===== src/rtl/regfile_wb_arbiter.sv =====
// regfile_wb_arbiter: shares the register-file write port between ALU
// writebacks (req 0) and load returns (req 1). Each requester has a one-entry
// buffer and the two are granted round-robin. A per-register scoreboard tracks
// outstanding loads, and the block raises read hazards for the decode ports.
// Optional build macro: WB_BYPASS_EN forwards buffered or in-flight write data
// to the decode read ports instead of stalling them.
module regfile_wb_arbiter #(
    parameter logic [4:0] ZERO_REG = 5'd31,
    parameter logic [4:0] IO_LO    = 5'd24,
    parameter logic [4:0] IO_HI    = 5'd26
) (
    input  logic        clock,
    input  logic        reset,
    input  logic        alu_valid,
    output logic        alu_ready,
    input  logic [4:0]  alu_addr,
    input  logic [31:0] alu_data,
    input  logic        mem_valid,
    output logic        mem_ready,
    input  logic [4:0]  mem_addr,
    input  logic [31:0] mem_data,
    input  logic        ld_issue,
    input  logic [4:0]  ld_addr,
    input  logic [4:0]  rd_a_addr,
    input  logic [4:0]  rd_b_addr,
    output logic        hazard_a,
    output logic        hazard_b,
    output logic        fwd_a_valid,
    output logic [31:0] fwd_a_data,
    output logic        fwd_b_valid,
    output logic [31:0] fwd_b_data,
    output logic        werf,
    output logic [4:0]  rc,
    output logic [31:0] wdata,
    output logic        drop_err
);

    typedef enum logic {RR_ALU = 1'b0, RR_MEM = 1'b1} rr_t;

    rr_t         rr_ptr;
    logic        alu_full, mem_full;
    logic [4:0]  alu_baddr, mem_baddr;
    logic [31:0] alu_bdata, mem_bdata;
    logic [31:0] sb, sb_set, sb_clr;
    logic        grant_alu, grant_mem;
    logic        alu_acc, mem_acc, alu_drop, mem_drop;

    // Writes to the zero register or the hardware-owned I/O window are discarded.
    function automatic logic is_dropped(input logic [4:0] a);
        return (a == ZERO_REG) || ((a >= IO_LO) && (a <= IO_HI));
    endfunction

    // Round-robin grant: a lone full buffer wins, and on contention the pointer's side wins.
    always_comb begin
        grant_alu = alu_full && (!mem_full || (rr_ptr == RR_ALU));
        grant_mem = mem_full && (!alu_full || (rr_ptr == RR_MEM));
    end

    assign alu_ready = !alu_full || grant_alu;
    assign mem_ready = !mem_full || grant_mem;
    assign alu_acc   = alu_valid && alu_ready;
    assign mem_acc   = mem_valid && mem_ready;
    assign alu_drop  = is_dropped(alu_addr);
    assign mem_drop  = is_dropped(mem_addr);

    // Holding buffers: capture accepted non-dropped requests, empty on grant.
    always_ff @(posedge clock or posedge reset) begin
        if (reset) begin
            alu_full  <= 1'b0;
            alu_baddr <= '0;
            alu_bdata <= '0;
            mem_full  <= 1'b0;
            mem_baddr <= '0;
            mem_bdata <= '0;
        end else begin
            if (alu_acc && !alu_drop) begin
                alu_full  <= 1'b1;
                alu_baddr <= alu_addr;
                alu_bdata <= alu_data;
            end else if (grant_alu) begin
                alu_full <= 1'b0;
            end
            if (mem_acc && !mem_drop) begin
                mem_full  <= 1'b1;
                mem_baddr <= mem_addr;
                mem_bdata <= mem_data;
            end else if (grant_mem) begin
                mem_full <= 1'b0;
            end
        end
    end

    // Pointer flips only after a contended grant, so the loser wins next cycle.
    always_ff @(posedge clock or posedge reset) begin
        if (reset) begin
            rr_ptr <= RR_ALU;
        end else if (grant_alu && mem_full) begin
            rr_ptr <= RR_MEM;
        end else if (grant_mem && alu_full) begin
            rr_ptr <= RR_ALU;
        end
    end

    // Registered write port and drop pulse; rc/wdata hold when nothing is granted.
    always_ff @(posedge clock or posedge reset) begin
        if (reset) begin
            werf     <= 1'b0;
            rc       <= '0;
            wdata    <= '0;
            drop_err <= 1'b0;
        end else begin
            werf     <= grant_alu || grant_mem;
            drop_err <= (alu_acc && alu_drop) || (mem_acc && mem_drop);
            if (grant_alu) begin
                rc    <= alu_baddr;
                wdata <= alu_bdata;
            end else if (grant_mem) begin
                rc    <= mem_baddr;
                wdata <= mem_bdata;
            end
        end
    end

    // Scoreboard set/clear masks; a MEM grant or MEM drop retires the pending load.
    always_comb begin
        sb_set = '0;
        sb_clr = '0;
        if (ld_issue && (ld_addr != ZERO_REG)) sb_set[ld_addr] = 1'b1;
        if (grant_mem) sb_clr[mem_baddr] = 1'b1;
        if (mem_acc && mem_drop) sb_clr[mem_addr] = 1'b1;
    end

    // Pending-load scoreboard; a same-edge set overrides the clear.
    always_ff @(posedge clock or posedge reset) begin
        if (reset) begin
            sb <= '0;
        end else begin
            sb <= (sb & ~sb_clr) | sb_set;
        end
    end

    logic a_alu, a_mem, a_out, a_raw;
    logic b_alu, b_mem, b_out, b_raw;

    assign a_alu = alu_full && (alu_baddr == rd_a_addr);
    assign a_mem = mem_full && (mem_baddr == rd_a_addr);
    assign a_out = werf && (rc == rd_a_addr);
    assign a_raw = (rd_a_addr != ZERO_REG) && (sb[rd_a_addr] || a_alu || a_mem || a_out);
    assign b_alu = alu_full && (alu_baddr == rd_b_addr);
    assign b_mem = mem_full && (mem_baddr == rd_b_addr);
    assign b_out = werf && (rc == rd_b_addr);
    assign b_raw = (rd_b_addr != ZERO_REG) && (sb[rd_b_addr] || b_alu || b_mem || b_out);

`ifdef WB_BYPASS_EN
    // Read port A: forward the youngest in-flight value unless a load is still pending.
    // With both buffers matching, the side the pointer will not grant next is younger.
    always_comb begin
        fwd_a_valid = (rd_a_addr != ZERO_REG) && !sb[rd_a_addr] && (a_alu || a_mem || a_out);
        if (a_alu && a_mem) fwd_a_data = (rr_ptr == RR_ALU) ? mem_bdata : alu_bdata;
        else if (a_alu)     fwd_a_data = alu_bdata;
        else if (a_mem)     fwd_a_data = mem_bdata;
        else if (a_out)     fwd_a_data = wdata;
        else                fwd_a_data = '0;
        hazard_a = a_raw && !fwd_a_valid;
    end

    // Read port B: same forwarding rule as port A.
    always_comb begin
        fwd_b_valid = (rd_b_addr != ZERO_REG) && !sb[rd_b_addr] && (b_alu || b_mem || b_out);
        if (b_alu && b_mem) fwd_b_data = (rr_ptr == RR_ALU) ? mem_bdata : alu_bdata;
        else if (b_alu)     fwd_b_data = alu_bdata;
        else if (b_mem)     fwd_b_data = mem_bdata;
        else if (b_out)     fwd_b_data = wdata;
        else                fwd_b_data = '0;
        hazard_b = b_raw && !fwd_b_valid;
    end
`else
    // Without bypass every in-flight match stalls the reader.
    always_comb begin
        fwd_a_valid = 1'b0;
        fwd_a_data  = '0;
        fwd_b_valid = 1'b0;
        fwd_b_data  = '0;
        hazard_a    = a_raw;
        hazard_b    = b_raw;
    end
`endif

endmodule


===== config.mk =====
export PLATFORM = sky130hd
export DESIGN_NAME = regfile_wb_arbiter
export DESIGN_NICKNAME = d
export VERILOG_FILES = /design/src/rtl/regfile_wb_arbiter.sv
export SDC_FILE = /design/constraint.sdc
export NUM_CORES = 1
export LEC_CHECK = 0
export CELL_PAD_IN_SITES_DETAIL_PLACEMENT = 1
export CELL_PAD_IN_SITES_GLOBAL_PLACEMENT = 2
export CORE_UTILIZATION = 30
export CTS_CLUSTER_DIAMETER = 200
export DETAILED_ROUTE_END_ITERATION = 10
export PLACE_DENSITY_LB_ADDON = 0.12
export SLEW_MARGIN = 40
export SYNTH_ARGS = -nofsm -noshare
export SYNTH_HDL_FRONTEND = slang
export SYNTH_SLANG_ARGS = --single-unit

===== constraint.sdc =====
create_clock -name clock -period 8.55 [get_ports clock]
set_clock_uncertainty 0.15 [all_clocks]
set_input_delay 2.1375 -clock clock [delete_from_list [all_inputs] [get_ports clock]]
set_output_delay 2.1375 -clock clock [all_outputs]
set_load 0.005 [all_outputs]

==> flow_metrics.env <==
export IMPL_outcome="finished, final reports clean"
export IMPL_globalplace_congestion=0.785
export IMPL_cts_hold_buffers_added=0
export IMPL_critical_path_buf_inv_count=2
export IMPL_slew_violations=0
export IMPL_grtUsageTotal_pct=17.8
export IMPL_synth_edf_count=0
export IMPL_vdd_drop_max_v=0.000147
export IMPL_gr_max_usage_layer="met2"
export IMPL_post_route_min_period_ns=7.02
export IMPL_synth_seq_cells=148
export IMPL_die_height_microns=160
export IMPL_grt_use_met1_pct=23.2
export IMPL_cts_max_path_buffers=2
export IMPL_critical_path_endpoint_type="output pin"
export IMPL_diodes_inserted=0
export IMPL_critPathMaxStageDelay_ns=0.97
export IMPL_post_synth_inst_count=668
export IMPL_core_sq_um=24400
export IMPL_vias_per_cell=4.84
export IMPL_antenna_found_initial=3
export IMPL_clk_transition_reported_paths_ns=0.06
export IMPL_worst_path_stages=6
export IMPL_ys_seq_area_share_pct=49.5
export IMPL_worst_setup_path_type="in2out"
export IMPL_cts_tree="done"
export IMPL_timing_final_crit_share_pct=82.1
export IMPL_clockRootBuffer="sky130_fd_sc_hd__clkbuf_16"
export IMPL_synth_lib_cells_used_distinct=46
export IMPL_critPathLaunch="rd_b_addr[0]"
export IMPL_io_buffers=136
export IMPL_grt_pass1_vias=5985
export IMPL_grt_first_pass_wirelength_mm=34.7
export IMPL_worst_path_dominant_cell_family="buffers and inverters"
export IMPL_worst_skew_pair_latency_ns=0.43
export IMPL_timing_critical_path_slowest_stage_cell="sky130_fd_sc_hd__clkdlybuf4s50_1"
export IMPL_drc=0
export IMPL_cts_buffers_inserted=17
export IMPL_post_synth_cell_area_avg_sq_um=11.2
export IMPL_maximum_number_of_pins_on_one_net_before_global_route_repair=85
export IMPL_critical_path_max_fanout=12
export IMPL_cells_along_the_critical_path="clkdlybuf4s50_1 -> mux4_2 -> mux2i_1 -> o2111ai_1 -> o22a_1 -> clkdlybuf4s50_1"
export IMPL_setup_viol=0
export IMPL_drive_above_1_share_pct=17.1
export IMPL_timing_max_cap_violations=0
export IMPL_holdWs_ns=0.323
export IMPL_cp_arrival_ns=4.73
export IMPL_drt_wl_total_mm=21.9
export IMPL_netlist_area_sq_um=7480
export IMPL_fmax_mhz=142
export IMPL_grt_util_met3_pct=5.43
export IMPL_synthFlopType="sky130_fd_sc_hd__dfrtp_1"
export IMPL_worst_r2r_path_depth=6
export IMPL_post_detailed_route_wirelength_per_cell_microns=19.4
export IMPL_ios=203
export IMPL_max_slew_margin_pct=48.7
export IMPL_hp_class="reg2reg"
export IMPL_multiInputGateArea_sq_um=3300
export IMPL_cts_sink_count=148
export IMPL_count_of_yosys_warnings_during_synthesis=0
export IMPL_crit_path_frequent_cell="sky130_fd_sc_hd__clkdlybuf4s50_1"
export IMPL_crit_path_end="hazard_b"
export IMPL_rsz0062_at_grt="false"
export IMPL_power_leakage_nw=3.95
export IMPL_area_delta_synth_final_pct=26.5
export IMPL_fin_setup_tns_ns=0
export IMPL_critPathLaunchType="input port"
export IMPL_met2_grt_util_pct=28.1
export IMPL_drc_marker_count_from_the_first_detailed_route_iteration=224
export IMPL_die_width_microns=160
export IMPL_ant_nets=0
export IMPL_regToRegStartpoint="mem_full"
export IMPL_reg_to_reg_critical_path_endpoint="alu_bdata[22]"
export IMPL_worst_slew_pin_transition_ns=0.768
export IMPL_dp_hpwl_mm=15.2
export IMPL_number_of_instances_resized_during_post_cts_repair=0
export IMPL_worst_ep_required_time_ns=6.26
export IMPL_hold_violations=0
export IMPL_vias=5453
export IMPL_fill_cell_instance_count_of_the_final_layout=2713
export IMPL_ff_to_ff_setup_slack_ns=5.69
export IMPL_num_nets_final=884
export IMPL_synth_async_sr_flop_share_pct=100
export IMPL_final_seq_area_sq_um=3700
export IMPL_placement_rows=57
export IMPL_power_per_cell_area_nw_per_um2=302
export IMPL_starting_utilization_of_the_core_area_pct=30.7
export IMPL_detailedRoute_firstPassIterationCount=4
export IMPL_die_area_sq_um=25600
export IMPL_h_tree_depth=4
export IMPL_post_cts_repair_setup_buffers=0
export IMPL_grt_ovf=0
==> sequential cells by signal, summed over array words and instances, names as in the netlist <==
signal / flops
drop_err: 1
alu_full: 1
mem_baddr: 5
werf: 1
rr_ptr: 1
sb: 32
mem_bdata: 32
rc: 5
mem_full: 1
alu_baddr: 5
alu_bdata: 32
wdata: 32
==> stage by stage <==
step	setup slack (ns)	std cells	instance area, sq um	total power (W)	utilization (%)
global route	1.41	1127	9460	0.00304	38.8
CTS	1.39	1127	9470	0.00289	38.8
finish	1.53	1127	9460	0.00286	38.8
detailed placement	1.41	1095	8860	0.00211	36.3
global placement	1.40	1095	8860	0.00208	36.3
floorplan	2.28	733	7720	0.00166	-
==> kinds of logic after synthesis <==
kind of cell    Yosys count  synth area share [%]
simple gates            159                  9.77
flops                   148                  49.5
compound gates          119                  10.0
buf+inv                 112                  9.69
mux                      98                  17.3
xor+xnor                 31                  3.63
other cells               1                0.0501
==> worst min path at each step <==
stage	startpoint	end	slack (ns)	cells after the start
floorplan	alu_bdata[18]	wdata[18]	0.29	2
global placement	alu_bdata[23]	wdata[23]	0.30	2
detailed placement	alu_bdata[19]	wdata[19]	0.31	2
CTS	alu_bdata[21]	wdata[21]	0.33	2
global route	alu_bdata[17]	wdata[17]	0.35	2
finish	alu_bdata[21]	wdata[21]	0.32	2
==> layout make-up <==
cell class	count	share of cell area (%)
clock buffer	18	4.64
clock inverter	14	1.72
inverter	6	0.291
multi-input combinational	473	34.9
sequential	148	39.1
tap	324	4.28
timing repair buffer	144	15.0
==> Yosys cell counts (2+ instances only) <==
cell                        count  area share (%)
sky130_fd_sc_hd__nor2b_1        4            0.33
sky130_fd_sc_hd__o2111ai_1      3            0.35
sky130_fd_sc_hd__buf_2          9            0.60
sky130_fd_sc_hd__nor3b_1        2            0.20
sky130_fd_sc_hd__dfrtp_1      148              50
sky130_fd_sc_hd__mux4_2        12             3.6
sky130_fd_sc_hd__a32oi_1       26             3.0
sky130_fd_sc_hd__nand2_1       74             3.7
sky130_fd_sc_hd__o21ai_0       63             4.2
sky130_fd_sc_hd__buf_4         68             6.8
sky130_fd_sc_hd__clkbuf_1      22             1.1
sky130_fd_sc_hd__buf_1          2            0.10
sky130_fd_sc_hd__and2_1         2            0.17
sky130_fd_sc_hd__a21oi_1        4            0.27
sky130_fd_sc_hd__nand2b_1       5            0.42
sky130_fd_sc_hd__mux2i_1        9             1.2
sky130_fd_sc_hd__xnor2_1        6            0.70
sky130_fd_sc_hd__nor4_1         7            0.59
sky130_fd_sc_hd__xor2_1        25             2.9
sky130_fd_sc_hd__o211ai_1       2            0.20
sky130_fd_sc_hd__o22ai_1       14             1.2
sky130_fd_sc_hd__nand3_1       16             1.1
sky130_fd_sc_hd__nand3b_1       4            0.40
sky130_fd_sc_hd__buf_6          5            0.75
sky130_fd_sc_hd__or3_1          3            0.25
sky130_fd_sc_hd__inv_1          5            0.25
sky130_fd_sc_hd__mux2_4        18             3.6
sky130_fd_sc_hd__nor2_1        30             1.5
sky130_fd_sc_hd__nand4b_1       2            0.23
sky130_fd_sc_hd__a22oi_1        2            0.20
sky130_fd_sc_hd__or2_2          2            0.17
sky130_fd_sc_hd__mux2_2        58             8.7
sky130_fd_sc_hd__and3_1         2            0.17
sky130_fd_sc_hd__nand4_1        2            0.17
==> cells in the final DEF (no fill, tap or decap), types with 2 or more instances in the layout <==
cell type,instances
sky130_fd_sc_hd__o211ai_1,2
sky130_fd_sc_hd__nand2_1,74
sky130_fd_sc_hd__conb_1,66
sky130_fd_sc_hd__clkdlybuf4s50_1,135
sky130_fd_sc_hd__or2_2,3
sky130_fd_sc_hd__inv_8,5
sky130_fd_sc_hd__nor3b_1,2
sky130_fd_sc_hd__nand4b_1,2
sky130_fd_sc_hd__nand4_1,2
sky130_fd_sc_hd__mux2_2,58
sky130_fd_sc_hd__nand3_1,15
sky130_fd_sc_hd__nor4_1,7
sky130_fd_sc_hd__o22ai_1,14
sky130_fd_sc_hd__nor2_1,29
sky130_fd_sc_hd__o2111ai_1,3
sky130_fd_sc_hd__clkinv_4,3
sky130_fd_sc_hd__xnor2_1,6
sky130_fd_sc_hd__a21oi_1,4
sky130_fd_sc_hd__mux2i_1,9
sky130_fd_sc_hd__dfrtp_1,148
sky130_fd_sc_hd__xor2_1,25
sky130_fd_sc_hd__a32oi_1,26
sky130_fd_sc_hd__buf_4,7
sky130_fd_sc_hd__and2_1,2
sky130_fd_sc_hd__inv_6,4
sky130_fd_sc_hd__a22oi_1,2
sky130_fd_sc_hd__and3_1,2
sky130_fd_sc_hd__mux4_2,12
sky130_fd_sc_hd__nand3b_1,4
sky130_fd_sc_hd__nand2b_1,5
sky130_fd_sc_hd__nor2b_1,4
sky130_fd_sc_hd__inv_1,4
sky130_fd_sc_hd__or3_1,3
sky130_fd_sc_hd__clkbuf_8,2
sky130_fd_sc_hd__mux2_4,18
sky130_fd_sc_hd__o21ai_0,63
sky130_fd_sc_hd__clkbuf_16,17
==> where the power goes <==
group | internal, W | leakage (nW) | switching (W) | total (W)
clock network | 0.000424 | 0.294 | 0.000339 | 0.000764
registers | 0.000951 | 1.70 | 0.000226 | 0.00118
logic | 0.000495 | 1.95 | 0.000420 | 0.000915
total | 0.00187 | 3.95 | 0.000985 | 0.00286
==> worst register-to-register path: stages (launching register included) <==
cell	delay, ns
sky130_fd_sc_hd__dfrtp_1	0.43
sky130_fd_sc_hd__buf_4	0.48
sky130_fd_sc_hd__nand3_1	0.25
sky130_fd_sc_hd__nand2_1	0.14
sky130_fd_sc_hd__or2_2	0.41
sky130_fd_sc_hd__buf_4	0.49
sky130_fd_sc_hd__mux2_2	0.41
==> layer usage <==
layer | share of wire [%] | up-vias
met5 | 0.16 | -
met4 | 1.8 | 6
met3 | 7.6 | 31
met2 | 47 | 180
met1 | 44 | 2752
li1 | - | 2484
Power figures use the tool's default switching activity.
